==> src/rtl/mem_stage.sv <==
// Memory access stage: decodes size/alignment, runs a single-outstanding data
// memory handshake, and aligns store data and load results to the 64-bit bus.
module mem_stage #(
    parameter int REG_WIDTH    = 64,
    parameter int REG_COUNT    = 32,
    parameter int WB_Ctrl_bits = 5
) (
    input  logic                         clk,
    input  logic                         rst,
    // EX/MEM side
    input  logic                         valid_in,
    input  logic                         mem_read,
    input  logic                         mem_write,
    input  logic [2:0]                   funct3,
    input  logic [REG_WIDTH-1:0]         ALU_res_in,
    input  logic [REG_WIDTH-1:0]         store_data,
    input  logic [$clog2(REG_COUNT)-1:0] rd_addr_in,
    input  logic [WB_Ctrl_bits-1:0]      WB_Ctrl_in,
    // data memory
    output logic                         dmem_req,
    output logic                         dmem_we,
    output logic [REG_WIDTH-1:0]         dmem_addr,
    output logic [63:0]                  dmem_wdata,
    output logic [7:0]                   dmem_wstrb,
    input  logic                         dmem_ready,
    input  logic [63:0]                  dmem_rdata,
    // MEM/WB side
    output logic                         valid_out,
    output logic [WB_Ctrl_bits-1:0]      WB_Ctrl_out,
    output logic [REG_WIDTH-1:0]         mem_read_data_out,
    output logic [REG_WIDTH-1:0]         ALU_res_out,
    output logic [$clog2(REG_COUNT)-1:0] rd_addr_out,
    output logic                         mem_exc,
    output logic                         stall_out
);

    localparam int RD_W = $clog2(REG_COUNT);

    typedef enum logic [1:0] {
        S_IDLE = 2'd0,
        S_REQ  = 2'd1,
        S_DONE = 2'd2
    } state_t;

    // Byte-lane pattern of an access of the given size, starting at lane 0.
    function automatic logic [7:0] size_strb(input logic [2:0] f3);
        logic [7:0] s;
        case (f3)
            3'b000, 3'b100: s = 8'h01;
            3'b001, 3'b101: s = 8'h03;
            3'b010, 3'b110: s = 8'h0F;
            3'b011:         s = 8'hFF;
            default:        s = 8'h00;
        endcase
        return s;
    endfunction

    function automatic logic is_fault(input logic rd_op, input logic wr_op,
                                      input logic [2:0] f3, input logic [2:0] off);
        logic f;
        case (f3)
            3'b000, 3'b100: f = 1'b0;
            3'b001, 3'b101: f = off[0];
            3'b010, 3'b110: f = |off[1:0];
            3'b011:         f = |off;
            default:        f = 1'b1;
        endcase
        return f | (rd_op & wr_op);
    endfunction

    function automatic logic [63:0] byte_mask(input logic [7:0] strb);
        logic [63:0] m;
        m = 64'h0;
        for (int i = 0; i < 8; i++) begin
            m[8*i +: 8] = {8{strb[i]}};
        end
        return m;
    endfunction

    // raw is already shifted so the addressed byte sits in lane 0.
    function automatic logic [63:0] load_extend(input logic [2:0] f3, input logic [63:0] raw);
        logic [63:0] v;
        case (f3)
            3'b000:  v = {{56{raw[7]}},  raw[7:0]};
            3'b001:  v = {{48{raw[15]}}, raw[15:0]};
            3'b010:  v = {{32{raw[31]}}, raw[31:0]};
            3'b011:  v = raw;
            3'b100:  v = {56'h0, raw[7:0]};
            3'b101:  v = {48'h0, raw[15:0]};
            3'b110:  v = {32'h0, raw[31:0]};
            default: v = 64'h0;
        endcase
        return v;
    endfunction

    state_t                   r_state;
    state_t                   w_next;
    logic                     r_is_load;
    logic                     r_is_store;
    logic [2:0]               r_funct3;
    logic [REG_WIDTH-1:0]     r_addr;
    logic [REG_WIDTH-1:0]     r_store_data;
    logic [RD_W-1:0]          r_rd;
    logic [WB_Ctrl_bits-1:0]  r_wb_ctrl;
    logic [63:0]              r_load_data;

    logic                     w_mem_op;
    logic                     w_fault;
    logic                     w_accept;
    logic [2:0]               w_off;
    logic [7:0]               w_strb;
    logic [63:0]              w_wdata;
    logic [63:0]              w_load_ext;

    assign w_mem_op   = mem_read | mem_write;
    assign w_fault    = is_fault(mem_read, mem_write, funct3, ALU_res_in[2:0]);
    assign w_accept   = (r_state == S_IDLE) && valid_in && w_mem_op && !w_fault && !rst;
    assign w_off      = r_addr[2:0];
    assign w_strb     = size_strb(r_funct3) << w_off;
    assign w_wdata    = (64'(r_store_data) & byte_mask(size_strb(r_funct3))) << {w_off, 3'b000};
    assign w_load_ext = load_extend(r_funct3, dmem_rdata >> {w_off, 3'b000});

    // State register, request latches and load-data capture.
    always_ff @(posedge clk or posedge rst) begin
        if (rst) begin
            r_state      <= S_IDLE;
            r_is_load    <= 1'b0;
            r_is_store   <= 1'b0;
            r_funct3     <= 3'b000;
            r_addr       <= '0;
            r_store_data <= '0;
            r_rd         <= '0;
            r_wb_ctrl    <= '0;
            r_load_data  <= 64'h0;
        end else begin
            r_state <= w_next;
            if (w_accept) begin
                r_is_load    <= mem_read;
                r_is_store   <= mem_write;
                r_funct3     <= funct3;
                r_addr       <= ALU_res_in;
                r_store_data <= store_data;
                r_rd         <= rd_addr_in;
                r_wb_ctrl    <= WB_Ctrl_in;
            end
            if ((r_state == S_REQ) && dmem_ready && r_is_load) begin
                r_load_data <= w_load_ext;
            end
        end
    end

    // Next-state and all stage outputs; reset holds every output quiet.
    always_comb begin
        w_next            = r_state;
        valid_out         = 1'b0;
        WB_Ctrl_out       = '0;
        mem_read_data_out = '0;
        ALU_res_out       = '0;
        rd_addr_out       = '0;
        mem_exc           = 1'b0;
        stall_out         = 1'b0;
        dmem_req          = 1'b0;
        dmem_we           = 1'b0;
        dmem_addr         = '0;
        dmem_wdata        = 64'h0;
        dmem_wstrb        = 8'h00;
        if (rst) begin
            w_next = S_IDLE;
        end else begin
            case (r_state)
                S_IDLE: begin
                    if (!valid_in) begin
                        w_next = S_IDLE;
                    end else if (!w_mem_op) begin
                        valid_out   = 1'b1;
                        WB_Ctrl_out = WB_Ctrl_in;
                        ALU_res_out = ALU_res_in;
                        rd_addr_out = rd_addr_in;
                    end else if (w_fault) begin
                        // Exception squashes writeback; address kept for the trap handler.
                        valid_out   = 1'b1;
                        mem_exc     = 1'b1;
                        ALU_res_out = ALU_res_in;
                        rd_addr_out = rd_addr_in;
                    end else begin
                        stall_out = 1'b1;
                        w_next    = S_REQ;
                    end
                end
                S_REQ: begin
                    dmem_req   = 1'b1;
                    stall_out  = 1'b1;
                    dmem_we    = r_is_store;
                    dmem_addr  = {r_addr[REG_WIDTH-1:3], 3'b000};
                    if (r_is_store) begin
                        dmem_wstrb = w_strb;
                        dmem_wdata = w_wdata;
                    end else begin
                        dmem_wstrb = 8'h00;
                        dmem_wdata = 64'h0;
                    end
                    if (dmem_ready) begin
                        w_next = S_DONE;
                    end else begin
                        w_next = S_REQ;
                    end
                end
                S_DONE: begin
                    valid_out   = 1'b1;
                    WB_Ctrl_out = r_wb_ctrl;
                    ALU_res_out = r_addr;
                    rd_addr_out = r_rd;
                    if (r_is_load) begin
                        mem_read_data_out = REG_WIDTH'(r_load_data);
                    end else begin
                        mem_read_data_out = '0;
                    end
                    w_next = S_IDLE;
                end
                default: begin
                    w_next = S_IDLE;
                end
            endcase
        end
    end

endmodule
==> config.mk <==
export PLATFORM = sky130hd
export DESIGN_NAME = mem_stage
export DESIGN_NICKNAME = d
export VERILOG_FILES = /design/src/rtl/mem_stage.sv
export SDC_FILE = /design/constraint.sdc
export NUM_CORES = 1
export LEC_CHECK = 0
export ABC_AREA = 1
export BUFFER_PORTS_ARGS = -buffer_cell sky130_fd_sc_hd__buf_2
export CAP_MARGIN = 15
export CORE_AREA = 2 2 192 194
export CTS_CLUSTER_SIZE = 25
export DETAILED_ROUTE_END_ITERATION = 6
export DIE_AREA = 0 0 194 196
export MAX_ROUTING_LAYER = met4
export PLACE_DENSITY = 0.7
export SYNTH_ARGS = -nofsm -noshare
export SYNTH_HDL_FRONTEND = slang
export SYNTH_SLANG_ARGS = --single-unit
==> constraint.sdc <==
create_clock -name clk -period 9.1 [get_ports clk]
set_input_delay 1.365 -clock clk [delete_from_list [all_inputs] [get_ports clk]]
set_output_delay 1.365 -clock clk [all_outputs]
set_load 0.005 [all_outputs]
======== Yosys cells after proc, flatten, opt, wreduce, memory -nomap -nowiden ========
Cells that the tools add are included.
word-level totals
  bits in writable memories ............... 0
  memories kept ........................... 0
  ROM bits ................................ 0
  output and inout bits ................... 279
  input port bits ......................... 211
  word-level logic and storage cells ...... 104
  register bits ........................... 209
  bits in latches ......................... 0
operators by class
  reductions and logical operators ........ 20
  shift-type cells ........................ 3
  equal/unequal tests ..................... 16
  bitwise gates (word level) .............. 4
  mux-type cells .......................... 52
  $add $sub $neg .......................... 0
  divide/modulo/power cells ............... 0
  multipliers ............................. 0
  order comparisons ....................... 0
operators with widths
  operator                                                                count
  64-bit 2-to-1 mux                                                       12
  64-bit case mux with 7 select lines                                     1
  64-bit case mux with 2 select lines                                     1
  64-bit AND                                                              1
  64-bit by 6-bit left shift with 64-bit output                           1
  64-bit by 6-bit >> shifter with 64-bit output                           1
  5-bit 2-to-1 mux                                                        7
  8-bit case mux with 4 select lines                                      1
  8-bit 2-to-1 mux                                                        3
  5-bit case mux with 2 select lines                                      2
  3-bit equality test (second input constant)                             6
  1-bit 2-to-1 mux                                                        16
  2-bit OR reduction                                                      7
  3-bit by 2-bit equality test with 1-bit output (second input constant)  4
  2-bit 2-to-1 mux                                                        5
  4-bit != test (second input constant)                                   2
  8-bit by 3-bit left shift with 8-bit output                             1
  3-bit by 1-bit equality test with 1-bit output (second input constant)  2
  1-bit logical AND                                                       6
  3-bit zero test                                                         2
  1-bit case mux with 2 select lines                                      2
  1-bit case mux with 4 select lines                                      1
  2-bit case mux with 2 select lines                                      1
  3-bit OR reduction                                                      1
  7 further kinds                                                         9

======== Logic depth before layout (Yosys ltp) ========
  word-level depth ........................ 9
  gate-level depth with buffers ........... 14
  mapped depth without buffers ............ 11

======== Least setup slack after synthesis ========
Ideal clock, no wire load.
  path kind ............................... input -> output
  start ................................... in rst
  end ..................................... out mem_read_data_out[15]
  setup slack ............................. 0.297 ns
  stages on the path ...................... 4
  path buffers ............................ 1
  data arrival time ....................... 7.438 ns
  data required time ...................... 7.735 ns
  cell sequence ........................... inv_1 > nand2_1 > clkbuf_1 > nor3_1
between the ends
  word-level cells in the longest chain between the ends .. 1
RTL lines
  what                RTL line  source
  start: declaration  9         input logic rst,
  64-bit 2-to-1 mux   167       if (rst) begin
  end: declaration    30        output logic [REG_WIDTH-1:0] mem_read_data_out,
No other way between the ends.

======== Worst setup path after layout ========
  start ................................... in rst
  end ..................................... out dmem_wdata[2]
between the ends
  word-level cells in the longest chain between the ends .. 1
RTL lines
  what               RTL line  source
  64-bit 2-to-1 mux  167
  end: declaration   23        output logic [63:0] dmem_wdata,
No other way between the ends.

==> metrics.txt <==
outcome finished clean; die height 196 µm; final core utilization 49.8%; max-slew violations 0; Starting Density 41.0%; DRC Markers 0; die area 38000 µm²; first drt pass iteration count 6; Area Overhead vs Synth 21.4%; DP HPWL 42800 µm; Row Count 70; critical path buffer and inverter count 5; Worst Tran Pin Value 1110 ps; Hold Fails Final Rpt 0; Final min period 5330 ps; Port Buffers 486; Yosys top cell area share 35.4%; Placeable Area 36100 µm²; post-CTS setup buffer count 0; Slew HR 25.4%; Finished Layout Cells 3247; Post-Syn Area 14800 µm²; placed cell count 3188; ys flop type dfrtp_1; Clk Latency, worst-skew pair 540 ps; Clock Root Buffer clkbuf_16; Synth area leaders dfrtp_1, nand2_1, o21ai_0; Final nets 2960; most frequent cell on the critical path nor2_1; GRT overflow 0; Clock power frac 26.2%; Worst EP arrival 3960 ps; Post-synth EDFFs 0; cell family with most CP delay buffers and inverters; vias in the first global route 15.7k; initial DRC count 1913; slowest CP cell inv_1; FFs w/ async S/R, synth 100%; clock sink count 209; Int Pwr 2.26 mW; Setup violations, final 0; commonest cells after routing, fill and taps aside nand2_1, buf_2, nor2_1; Post-Route Skew 26.5 ps; Total Routed Length 58200 µm; fill cell count 3792; final total power 3.88 mW; first-pass GRT wire length 88600 µm; Gate power share 36.3%; Max Cap Violations 0; design area 18000 µm²; worst setup path category in -> out; DR vias 17.2k; ANT nets after route 0; critical path launch point type input pin; register area share after synthesis 35.4%; die extent in x 194 µm; most common cell after layout, fill and taps aside nand2_1; Mean Syn Cell Area 6.14 µm²; Clock Path Buffers 3; Yosys Warn Count 0; TritonCTS buffer count 24; vias per cell 5.31; Max FO, Critical Path 47; Worst-path clk slew 60 ps; H-tree depth 1; Leakage 9.94 nW; Synth area leader dfrtp_1; Worst Setup End Kind output port; Post-Route Setup TNS 0 ps; PD cells 216 nW/µm²; Seq pwr share 37.5%; worst hold path type reg -> reg; Resize count post-CTS 0; GRT Total Usage 30.1%; Psw 1.63 mW; initial antenna violation count 10; post-DR wirelength/cell 17.9 µm; #FFs+latches synth 209; # hold bufs at CTS 0; max incr delay on CP 710 ps; largest net degree at the start of global routing 144; share of cells above drive strength 1 20.9%; Fmax 188 MHz; post-synthesis cell count 2409; Yosys cell types 37; TritonCTS clock tree done; Placer Congestion 0.994; IO Count 490; Critical Path, Cell by Cell buf_4 > nor2_2 > nand2_2 > nor2_1 > buf_4 > inv_1 > nor2_1 > inv_1 > nor2_1 > buf_2; post-route clock period utilization 58.5%; Max VDD drop 0.000168 V; CP required 7740 ps; sw frac 41.8%; placement-stage cell area 17000 µm²; RSZ-0062 raised after global routing no
[synth_stat cells, types with 9 or more instances]
cell and instances:
nor2_1 236, nand2_1 864, buf_4 21, nand4_1 33
o21ai_1 92, buf_1 29, buf_2 72, o22ai_1 9
a21oi_1 109, inv_1 217, o211ai_1 13, nand3_1 165
clkbuf_1 65, nor3_1 14, o21ai_0 197, dfrtp_1 209
[sequential cells by signal, indices dropped and copies added, names as in the netlist]
signal and flops:
r_addr 64, r_load_data 64, r_store_data 64, r_rd 5, r_wb_ctrl 5, r_funct3 3
r_state 2, r_is_load 1, r_is_store 1
[tightest hold or removal path, delay by kind of cell, from the launching register on]
| family | cells | cell delay, ps |
|---|---|---|
| and+or+nand+nor | 2 | 100 |
| DFF | 1 | 340 |
[layer usage]
layer / vias to the layer above / GRT usage, % / wire length (µm)
met5: - / - / 0
met4: 0 / 15.0 / 3180
met3: 157 / 4.06 / 4540
met2: 820 / 47.1 / 26500
met1: 7944 / 38.3 / 24000
li1: 8324 / - / -
[cells by family (layout without fill, tap and decap cells)]
group                  count (synthesis)  count (layout)  share of synthesized area (%)
AND/OR/NAND/NOR                     1331            1331                           36.4
buffers and inverters                420             775                           12.1
multiplexers                           5               5                          0.338
other                                  1              16                         0.0253
AO/OA/AOI/OAI                        443             443                           15.7
flip-flops                           209             209                           35.4
[per-stage QoR]
stage	hold WS [ps]	worst slack, ps
detailed placement	467	3840
global route	505	3570
CTS	483	3840
finish	478	3770
floorplan	449	297
global placement	465	3880
[final timing paths]
| kind | startpoint | end | slack [ps] | cells after the start |
|---|---|---|---|---|
| setup reg to reg | r_addr[1]$_DFFE_PP0P_ | r_load_data[27]$_DFFE_PP0P_ | 5740 | 10 |
| min in group asynchronous | rst | r_addr[45]$_DFFE_PP0P_ | 1170 | 2 |
| hold reg to reg | r_load_data[58]$_DFFE_PP0P_ | r_load_data[58]$_DFFE_PP0P_ | 480 | 2 |
| hold / removal | r_load_data[58]$_DFFE_PP0P_ | r_load_data[58]$_DFFE_PP0P_ | 480 | 2 |
| max in group asynchronous | rst | r_store_data[24]$_DFFE_PP0P_ | 6650 | 3 |
| setup / recovery | rst | dmem_wdata[2] | 3770 | 10 |
[power groups by stage]
stage / sequential, mW / clock [mW] / combinational (mW)
finish: 1.46 / 1.02 / 1.41
global route: 1.49 / 1.07 / 1.58
CTS: 1.45 / 1.04 / 1.39
detailed placement: 1.46 / 0 / 1.38
global placement: 1.46 / 0 / 1.37
floorplan: 1.35 / 0 / 1.05
[final cells by class]
type / instances / area (µm²) / area share, %
timing repair buffer: 506 / 2630 / 14.6
clock inverter: 8 / 90.1 / 0.502
clock buffer: 35 / 733 / 4.08
inverter: 226 / 858 / 4.78
multi-input combinational: 1782 / 7790 / 43.4
antenna: 13 / 32.5 / 0.181
tap: 468 / 586 / 3.26
sequential: 209 / 5240 / 29.2
(Power assumes the default switching activity.)
